[src/rtl/uart_tx_fifo_if.sv]
// uart_tx_fifo_if: bundles the host push port and the uart_tx facing port of
// uart_tx_fifo.
//   slave  modport : the FIFO (takes wr_en/wr_data/empty_tsr, drives status/data/vld_tx)
//   master modport : host + uart_tx side (drives wr_en/wr_data/empty_tsr)
// Optional feature macro: UART_TXFIFO_OVF_STICKY_EN adds ovf_clr / wr_ovf.
// Ports carried:
//   wr_en     push request, one byte per cycle
//   wr_data   byte to push
//   wr_full   level == DEPTH
//   wr_afull  level >= AFULL_TH
//   wr_empty  level == 0
//   wr_level  entries held (AW+1 bits), including the head on offer
//   data      head byte offered to uart_tx
//   vld_tx    head byte valid
//   empty_tsr from uart_tx, 1 = transmit shift register free
//   ovf_clr   (optional) clears the sticky overflow flag
//   wr_ovf    (optional) sticky flag, a push was dropped while full
interface uart_tx_fifo_if #(
  parameter int unsigned DEPTH = 16
);
  localparam int unsigned AW = $clog2(DEPTH);

  logic          wr_en;
  logic [7:0]    wr_data;
  logic          wr_full;
  logic          wr_afull;
  logic          wr_empty;
  logic [AW:0]   wr_level;
  logic [7:0]    data;
  logic          vld_tx;
  logic          empty_tsr;

`ifdef UART_TXFIFO_OVF_STICKY_EN
  logic          ovf_clr;
  logic          wr_ovf;

  modport slave (
    input  wr_en, wr_data, empty_tsr, ovf_clr,
    output wr_full, wr_afull, wr_empty, wr_level, data, vld_tx, wr_ovf
  );

  modport master (
    output wr_en, wr_data, empty_tsr, ovf_clr,
    input  wr_full, wr_afull, wr_empty, wr_level, data, vld_tx, wr_ovf
  );
`else
  modport slave (
    input  wr_en, wr_data, empty_tsr,
    output wr_full, wr_afull, wr_empty, wr_level, data, vld_tx
  );

  modport master (
    output wr_en, wr_data, empty_tsr,
    input  wr_full, wr_afull, wr_empty, wr_level, data, vld_tx
  );
`endif
endinterface

[src/rtl/uart_tx_fifo.sv]
// uart_tx_fifo: byte FIFO sitting directly upstream of uart_tx.
// The host pushes bytes through bus.wr_en/bus.wr_data. The head byte is offered
// on bus.data/bus.vld_tx and held stable until uart_tx loads its TSR, seen as a
// 1->0 edge on bus.empty_tsr; the entry is then popped. This lets the host queue
// a burst while the serializer runs at baud rate.
// Timing: an input driven after edge N is sampled at N+1. A push into an empty
// FIFO driven after edge N raises vld_tx with valid data at N+2; an empty_tsr
// fall driven after edge M drops vld_tx at M+1 and frees the entry at M+2.
// Parameters:
//   DEPTH    entries, power of 2, >= 4
//   AFULL_TH wr_afull threshold (wr_level >= AFULL_TH)
// Ports:
//   clk   system clock
//   rstn  asynchronous active-low reset
//   bus   uart_tx_fifo_if.slave (push port, status, head byte, empty_tsr)
// Optional feature macro: UART_TXFIFO_OVF_STICKY_EN
//   defined  : sticky bus.wr_ovf, set one cycle after a push is dropped while
//              full, cleared by bus.ovf_clr; a new drop beats a clear.
//   undefined: drops while full are silent.
module uart_tx_fifo #(
  parameter int unsigned DEPTH    = 16,
  parameter int unsigned AFULL_TH = DEPTH - 2
) (
  input  logic          clk,
  input  logic          rstn,
  uart_tx_fifo_if.slave bus
);

  localparam int unsigned AW = $clog2(DEPTH);
  localparam int unsigned PW = AW + 1;

  typedef enum logic [1:0] {
    ST_IDLE  = 2'd0,
    ST_OFFER = 2'd1,
    ST_POP   = 2'd2
  } state_e;

  // Storage and pointers (extra MSB is the wrap bit)
  logic [7:0]    mem_q [DEPTH];
  logic [AW:0]   wr_ptr_q, wr_ptr_d;
  logic [AW:0]   rd_ptr_q, rd_ptr_d;

  // Combinational helpers
  logic [AW:0]   level_c;
  logic [AW:0]   level_d;
  logic          full_c;
  logic          push_c;
  logic          pop_c;
  logic          tsr_fall_c;
  logic          load_c;
  logic [AW-1:0] rd_addr_c;

  // FSM and registered outputs
  state_e        state_q, state_d;
  logic          empty_q;
  logic [7:0]    data_q, data_d;
  logic          vld_q, vld_d;
  logic          wr_full_q;
  logic          wr_afull_q;
  logic          wr_empty_q;
  logic [AW:0]   level_q;

  // Occupancy from the current (pre-edge) pointers
  assign level_c = wr_ptr_q - rd_ptr_q;
  assign full_c  = (wr_ptr_q[AW] != rd_ptr_q[AW]) &&
                   (wr_ptr_q[AW-1:0] == rd_ptr_q[AW-1:0]);

  // A push while full is dropped; a pop happens on the edge that leaves POP
  assign push_c   = bus.wr_en & ~full_c;
  assign pop_c    = (state_q == ST_POP);
  assign wr_ptr_d = wr_ptr_q + PW'(push_c);
  assign rd_ptr_d = rd_ptr_q + PW'(pop_c);
  assign level_d  = wr_ptr_d - rd_ptr_d;

  // uart_tx took the byte: empty_tsr went 1 -> 0
  assign tsr_fall_c = empty_q & ~bus.empty_tsr;

  // Next state, head-load request and registered output values
  always_comb begin
    state_d   = state_q;
    load_c    = 1'b0;
    rd_addr_c = rd_ptr_q[AW-1:0];
    vld_d     = 1'b0;
    data_d    = data_q;

    unique case (state_q)
      ST_IDLE: begin
        if (level_c != '0) begin
          state_d = ST_OFFER;
          load_c  = 1'b1;
        end
      end
      ST_OFFER: begin
        if (tsr_fall_c) begin
          state_d = ST_POP;
        end
      end
      ST_POP: begin
        // rd_ptr still points at the byte being retired; the next head is one past it
        rd_addr_c = rd_ptr_q[AW-1:0] + AW'(1);
        if (level_c > PW'(1)) begin
          state_d = ST_OFFER;
          load_c  = 1'b1;
        end else begin
          state_d = ST_IDLE;
        end
      end
      default: begin
        state_d = ST_IDLE;
      end
    endcase

    vld_d = (state_d == ST_OFFER);
    if (load_c) begin
      data_d = mem_q[rd_addr_c];
    end
  end

  // Storage write (no reset needed on the array)
  always_ff @(posedge clk) begin
    if (push_c) begin
      mem_q[wr_ptr_q[AW-1:0]] <= bus.wr_data;
    end
  end

  // Pointers, FSM, edge register and registered outputs
  always_ff @(posedge clk or negedge rstn) begin
    if (!rstn) begin
      wr_ptr_q   <= '0;
      rd_ptr_q   <= '0;
      state_q    <= ST_IDLE;
      empty_q    <= 1'b1;
      data_q     <= 8'h00;
      vld_q      <= 1'b0;
      wr_full_q  <= 1'b0;
      wr_afull_q <= 1'b0;
      wr_empty_q <= 1'b1;
      level_q    <= '0;
    end else begin
      wr_ptr_q   <= wr_ptr_d;
      rd_ptr_q   <= rd_ptr_d;
      state_q    <= state_d;
      empty_q    <= bus.empty_tsr;
      data_q     <= data_d;
      vld_q      <= vld_d;
      wr_full_q  <= (level_d == PW'(DEPTH));
      wr_afull_q <= (level_d >= PW'(AFULL_TH));
      wr_empty_q <= (level_d == '0);
      level_q    <= level_d;
    end
  end

`ifdef UART_TXFIFO_OVF_STICKY_EN
  logic ovf_q;

  // Sticky overflow: a drop in the same cycle as a clear keeps the flag set
  always_ff @(posedge clk or negedge rstn) begin
    if (!rstn) begin
      ovf_q <= 1'b0;
    end else begin
      ovf_q <= (bus.wr_en & full_c) | (ovf_q & ~bus.ovf_clr);
    end
  end

  assign bus.wr_ovf = ovf_q;
`endif

  assign bus.data     = data_q;
  assign bus.vld_tx   = vld_q;
  assign bus.wr_full  = wr_full_q;
  assign bus.wr_afull = wr_afull_q;
  assign bus.wr_empty = wr_empty_q;
  assign bus.wr_level = level_q;

endmodule

[src/flat_wrapper.sv]
// flat-port wrapper written by rule: the top's interface ports become plain ports
module uart_tx_fifo_flat 
#(
  parameter int unsigned DEPTH    = 16,
  parameter int unsigned AFULL_TH = DEPTH - 2
)
  (clk, rstn, bus_wr_en, bus_wr_data, bus_empty_tsr, bus_wr_full, bus_wr_afull, bus_wr_empty, bus_wr_level, bus_data, bus_vld_tx);
  uart_tx_fifo_if #(.DEPTH(DEPTH)) bus_i ();
  input  logic clk;
  input  logic rstn;
  input wire logic [$bits(bus_i.wr_en)-1:0] bus_wr_en;
  input wire logic [$bits(bus_i.wr_data)-1:0] bus_wr_data;
  input wire logic [$bits(bus_i.empty_tsr)-1:0] bus_empty_tsr;
  output wire logic [$bits(bus_i.wr_full)-1:0] bus_wr_full;
  output wire logic [$bits(bus_i.wr_afull)-1:0] bus_wr_afull;
  output wire logic [$bits(bus_i.wr_empty)-1:0] bus_wr_empty;
  output wire logic [$bits(bus_i.wr_level)-1:0] bus_wr_level;
  output wire logic [$bits(bus_i.data)-1:0] bus_data;
  output wire logic [$bits(bus_i.vld_tx)-1:0] bus_vld_tx;
  assign bus_i.wr_en = bus_wr_en;
  assign bus_i.wr_data = bus_wr_data;
  assign bus_i.empty_tsr = bus_empty_tsr;
  assign bus_wr_full = bus_i.wr_full;
  assign bus_wr_afull = bus_i.wr_afull;
  assign bus_wr_empty = bus_i.wr_empty;
  assign bus_wr_level = bus_i.wr_level;
  assign bus_data = bus_i.data;
  assign bus_vld_tx = bus_i.vld_tx;
  uart_tx_fifo #(.DEPTH(DEPTH), .AFULL_TH(AFULL_TH)) u_core (.clk(clk), .rstn(rstn), .bus(bus_i));
endmodule
[config.mk]
export PLATFORM = sky130hd
export DESIGN_NAME = uart_tx_fifo_flat
export DESIGN_NICKNAME = d
export VERILOG_FILES = /design/src/rtl/uart_tx_fifo_if.sv /design/src/rtl/uart_tx_fifo.sv /design/src/flat_wrapper.sv
export SDC_FILE = /design/constraint.sdc
export NUM_CORES = 1
export LEC_CHECK = 0
export BUFFER_PORTS_ARGS = -buffer_cell sky130_fd_sc_hd__buf_2
export CORE_UTILIZATION = 53
export CTS_CLUSTER_DIAMETER = 120
export CTS_CLUSTER_SIZE = 12
export DETAILED_ROUTE_END_ITERATION = 8
export GPL_TIMING_DRIVEN = 0
export MAX_ROUTING_LAYER = met4
export PLACE_DENSITY = 0.82
export RECOVER_POWER = 25
export SLEW_MARGIN = 10
export SYNTH_ARGS = -nofsm -noshare
export SYNTH_HDL_FRONTEND = slang
export SYNTH_SLANG_ARGS = --single-unit
export TNS_END_PERCENT = 50
[constraint.sdc]
create_clock -name clk -period 4.3 [get_ports clk]
set_clock_uncertainty 0.2 [all_clocks]
set_input_delay 0.645 -clock clk [delete_from_list [all_inputs] [get_ports clk]]
set_output_delay 0.645 -clock clk [all_outputs]
set_load 0.02 [all_outputs]
Word level (Yosys, flattened, before mapping)
Memory sizes are Yosys's and may differ from the RTL's. A register that Yosys moved wholly into a read port is not among the register bits.
Cells that the tools add are included.
Word-level totals
  word-level logic and storage cells: 42
  memories kept: 1
  register bits: 22
  bits in writable memories: 128
  output and inout bits: 17
Memories
  u_core.mem_q: depth 16, bits a word 8, read ports 1, clocked after memory_dff 1, wr ports 1, line uart_tx_fifo.sv:39  | logic [7:0] mem_q [DEPTH];
Operators by class
  multiplexer cells: 10
  equal/unequal tests: 6
  order comparisons: 2
  bitwise gates (word level): 4
  add/subtract/negate cells: 5
  reduce and logical (&&, ||, !) cells: 5
Operators by type and width (count)
  $add 5x1->5: 2
  $sub 5x5->5: 2
  $pmux 2 s3: 1
  $eq 5x5->1 const B: 1
  $ge 5x4->1 const B: 1
  $gt 5x1->1 const B: 1
  $logic_not 5->1: 1
  $mux 1: 5
  $reduce_bool 5->1: 1
  $add 4x1->4 const B: 1
  $eq 2x1->1 const B: 2
  $eq 4x4->1: 1
  $mux 2: 2
  $mux 4: 1
  $and 1x1->1: 2
  $eq 2x2->1 const B: 1
  $logic_not 2->1: 1
  $not 1->1: 2
  $pmux 1 s2: 1
  $logic_and 1x1->1: 1
  $logic_not 1->1: 1
  $ne 1x1->1: 1

Longest topological paths before layout
  word-level depth: 7
  gate-level depth with buffers: 15
  mapped depth without buffers: 15

Worst setup path before layout
No wires, ideal clock.
  path kind: flip-flop to flip-flop
  from: register u_core.rd_ptr_q[2]
  to: register u_core.wr_empty_q, in the netlist u_core.bus.wr_empty
  arrival: 3.078 ns
  slack: 0.958 ns
  clock period less this slack: 3.342 ns
  stages on the path, launching flop included: 15
  path buffers: 0
  required time: 4.036 ns
  library setup time: 0.064 ns
  cells stage by stage: dfrtp_1 -> inv_2 -> ha_1 -> nand4_1 -> o21a_1 -> ha_1 -> ha_1 -> xnor2_1 -> ha_1 -> a21o_1 -> maj3_2 -> a21oi_2 -> xor2_2 -> inv_2 -> nor2_2
On the way
  longest elaborated chain between the ends: 7
  elaborated cells on any way between the ends: 8
  those cells by class: add/sub: 3; eq/ne: 1; bitwise: 2; reduce/logical: 2
Ends and longest elaborated chain
  start, declared: line uart_tx_fifo.sv:41  | logic [AW:0] rd_ptr_q, rd_ptr_d;
  start signal, assigned: line uart_tx_fifo.sv:141  | rd_ptr_q <= rd_ptr_d;
  $eq 4x4->1: line uart_tx_fifo.sv:66  | (wr_ptr_q[AW-1:0] == rd_ptr_q[AW-1:0]);
  $logic_and 1x1->1: line uart_tx_fifo.sv:65  | assign full_c = (wr_ptr_q[AW] != rd_ptr_q[AW]) &&
  $not 1->1: line uart_tx_fifo.sv:69  | assign push_c = bus.wr_en & ~full_c;
  $and 1x1->1: line uart_tx_fifo.sv:69
  $add 5x1->5: line uart_tx_fifo.sv:71  | assign wr_ptr_d = wr_ptr_q + PW'(push_c);
  via u_core.wr_ptr_d[1]: line uart_tx_fifo.sv:40  | logic [AW:0] wr_ptr_q, wr_ptr_d;
  $sub 5x5->5: line uart_tx_fifo.sv:73  | assign level_d = wr_ptr_d - rd_ptr_d;
  via u_core.level_d[4]: line uart_tx_fifo.sv:45  | logic [AW:0] level_d;
  $logic_not 5->1: line uart_tx_fifo.sv:148  | wr_empty_q <= (level_d == '0);
  end signal, assigned: line uart_tx_fifo.sv:148
  end, declared: line uart_tx_fifo.sv:60  | logic wr_empty_q;
The timed path passes the listed nets, and every way through them passes these cells.

Worst setup path in the final report
  from: register u_core.rd_ptr_q[3]
  to: register u_core.wr_empty_q, in the netlist u_core.bus.wr_empty
The elaborated chain is that of the path after synthesis.

==> results.py <==
metrics = {
    "critical_path": {
        "r2r-start": "u_core.rd_ptr_q[3]",
        "critical_path.max_stage_delay_ns": 0.49,
        "cp_top_family": "adder cells",
        "cp_num_buf_inv": 2,
        "crit_chain": "inv_1 -> ha_1 -> nand4_1 -> o21a_1 -> ha_1 -> ha_1 -> xnor2_1 -> ha_1 -> a21o_1 -> maj3_2 -> a21oi_2 -> xor2_2 -> inv_2 -> nor2_2",
        "worstPathRequired_ns": 4.46,
        "critPathKind": "flip-flop to flip-flop",
        "crit_path_start": "u_core.rd_ptr_q[3]",
        "worstPathArrival_ns": 3.88,
        "start_kind": "flip-flop",
        "cpMostUsedCell": "ha_1",
        "cp_slowest_cell": "dfrtp_1",
        "critPathCaptureType": "flip-flop",
        "cp_max_fo": 6,
    },
    "finish": {
        "drive_gt1_frac": 0.2282,
        "fin_area_sq_um": 7545,
        "nets": 425,
        "diodes": 0,
        "post-route-util": 0.6229,
        "area_growth_pct": 13.54,
    },
    "die": {
        "die-area_sq_um": 12990,
        "io_pins": 29,
        "core_sq_um": 12110,
        "die_h_microns": 114.0,
        "num_rows": 40,
        "die_w_microns": 114.0,
        "initial_core_util": 0.5487,
    },
    "synthesis": {
        "yosysWarnings": 0,
        "synthesis.area_sq_um": 6645,
        "ys_seq_elements": 158,
        "syn_nets": 378,
        "synthArstFlopShare": 0.1899,
        "avgSynthCellArea_sq_um": 18.88,
        "yosysUniqueCellTypes": 49,
        "yosysSeqAreaShare": 0.6918,
        "synth_top_cells_by_area": "edfxtp_1 58%, dfrtp_1 11%, mux4_1 9.9%, ha_1 2.4%, mux4_2 2.4%",
        "yosys.area.top_type": "edfxtp_1",
        "syn_inst": 352,
        "synth_top_area_frac": 0.5784,
        "synth-main-ff-cell": "edfxtp_1",
        "synth-edff-count": 128,
    },
    "clock_tree": {
        "cts_htree_levels": 4,
        "clock_path_buffers": 2,
        "clk_pin_slew_ns": 0.06,
        "cts_inserted_buffers": 17,
        "ctsHoldBuffers": 0,
        "cts_resized": 0,
        "cts_num_sinks": 158,
        "post_cts_buffers": 0,
        "cts_tree": "done",
        "worstSkewPairLatency_ns": 0.43,
        "cts_root_buf": "clkbuf_16",
    },
    "power": {
        "p_per_area_nw_per_um2": 736.6,
        "p_leak_nw": 2.757,
        "peakVddDrop_mv": 0.3584,
    },
    "timing": {
        "finalHoldViolCount": 0,
        "final_max_slew_viol_count": 0,
        "tightest_slew_ns": 1.216,
        "fin_tns_setup_ns": 0,
        "finalCritPeriodShare": 0.8658,
        "relSlewSlack": 0.1828,
        "min_period_ns": 3.723,
        "fmax_mhz": 268.6,
        "worst_slack_ns": 0.5769,
        "setup_viol": 0,
        "rsz0062_at_grt": "false",
        "whs_ns": 0.04608,
    },
    "route": {
        "wl_per_cell_microns": 21.54,
        "vias_per_cell": 5.847,
        "drcViolationCount": 0,
        "ant_nets": 0,
        "wl_microns": 12490,
        "first_pass_iters": 6,
        "num_vias": 3391,
        "drtIter0Drc": 406,
    },
    "grt": {
        "grt_max_degree": 31,
        "overflow": 0,
        "track_usage": 0.2147,
        "grt_pass1_vias": 3440,
        "grt_pass1_wl_microns": 18820,
        "antenna_found_initial": 0,
    },
    "job": {
        "max-cap-violations": 0,
    },
    "placed_design": {
        "hpwl_microns": 8252,
        "gp_congestion": 0.8478,
        "pre_cts_slack_ns": 0.6303,
        "place_area_sq_um": 6995,
        "io_buffers": 28,
    },
    "run_status": {
        "status": "completed",
    },
    "min_path": {
        "hold_path_class": "input pin to async pin",
    },
}
## worst register-to-register path, stage by stage, from the launching register on
cell	delay [ns]
dfrtp_1	0.49
inv_1	0.21
ha_1	0.38
nand4_1	0.11
o21a_1	0.25
ha_1	0.24
ha_1	0.35
xnor2_1	0.15
ha_1	0.20
a21o_1	0.20
maj3_2	0.32
a21oi_2	0.19
xor2_2	0.21
inv_2	0.06
nor2_2	0.10
## kinds of logic (layout without fill, tap and decap cells)
logic type	count (synthesis)	after routing	synth area share
buffers and inverters	25	85	0.01732
AO/OA/AOI/OAI	39	39	0.05009
XOR/XNOR	18	18	0.02994
adder cells (fa/ha/maj)	16	16	0.03069
flip-flops	158	158	0.6918
AND/OR/NAND/NOR	56	56	0.04406
multiplexers	40	40	0.1361
## where the power goes
group / internal [mW] / switching, mW / leakage, nW
Clock: 0.756 / 0.632 / 0.269
Combinational: 0.897 / 1.22 / 0.974
Sequential: 1.92 / 0.131 / 1.51
Total: 3.57 / 1.98 / 2.76
## through the flow
stage	instances	power, mW
2_1_floorplan	352	3.623
3_3_place_gp	548	4.094
3_5_place_dp	548	4.183
4_1_cts	580	5.581
5_1_grt	580	5.819
6_report	580	5.557
## metal layers
| metal | vias up | GRT usage | wire length [microns] |
|---|---|---|---|
| met1 | 1722 | 0.2554 | 4943 |
| met3 | 28 | 0.04942 | 762 |
| met2 | 127 | 0.3491 | 6429 |
| met5 | - | - | 0 |
| met4 | 0 | 0.1022 | 357 |
| li1 | 1514 | - | - |
## registers in the layout (all words and copies together) (netlist names)
| register | cells |
|---|---|
| u_core.mem_q | 128 |
| u_core.bus.data | 8 |
| u_core.bus.wr_level | 5 |
| u_core.rd_ptr_q | 5 |
| u_core.wr_ptr_q | 5 |
| u_core.state_q | 2 |
| u_core.bus.vld_tx | 1 |
| u_core.bus.wr_afull | 1 |
| u_core.bus.wr_empty | 1 |
| u_core.bus.wr_full | 1 |
| u_core.empty_q | 1 |
## path summary, 6_finish.rpt
path / endpoint / slack [ns] / depth (start not counted)
max: u_core.bus.wr_empty / 0.58 / 14
min: u_core.rd_ptr_q[4] / 0.05 / 1
max reg2reg: u_core.bus.wr_empty / 0.58 / 14
min reg2reg: u_core.bus.data[7] / 0.31 / 1
max in group asynchronous: u_core.state_q[0] / 3.43 / 1
min in group clk: u_core.empty_q / 0.13 / 1
## cell usage after synthesis (all sizes together), types with 7 or more instances
| cell type | count |
|---|---|
| inv | 16 |
| xor2 | 7 |
| dfrtp | 28 |
| nand2 | 13 |
| nor2 | 16 |
| mux4 | 32 |
| ha | 13 |
| mux2 | 8 |
| xnor2 | 11 |
| a22oi | 16 |
| buf | 8 |
| nand3 | 13 |
| edfxtp | 128 |
## area by class of cell
| cell class | count | area, sq um |
|---|---|---|
| inverters | 16 | 60.06 |
| fillers | 852 | 4567 |
| clock buffers | 17 | 425.4 |
| plain buffers | 9 | 55.05 |
| well taps | 168 | 210.2 |
| multi-input cells | 169 | 1938 |
| clock inverters | 15 | 128.9 |
| flip-flops and latches | 158 | 4597 |
| repair buffers | 28 | 130.1 |
## placed cells by master, fill, tap and decap left out, types with 3 or more instances in the layout
| cell type | instances |
|---|---|
| nand3_1 | 13 |
| inv_6 | 5 |
| xnor2_1 | 9 |
| nor3_1 | 3 |
| a22oi_1 | 16 |
| clkbuf_1 | 9 |
| buf_2 | 25 |
| nand2_1 | 13 |
| clkbuf_16 | 17 |
| mux2_2 | 8 |
| dfrtp_1 | 28 |
| inv_2 | 3 |
| nand2b_1 | 3 |
| a21oi_1 | 3 |
| ha_1 | 13 |
| nor2_1 | 15 |
| mux4_2 | 7 |
| mux4_1 | 25 |
| xor2_1 | 5 |
| edfxtp_1 | 128 |
| a21o_1 | 3 |
| inv_1 | 13 |
Note: power is estimated with default switching activity, not from simulation.
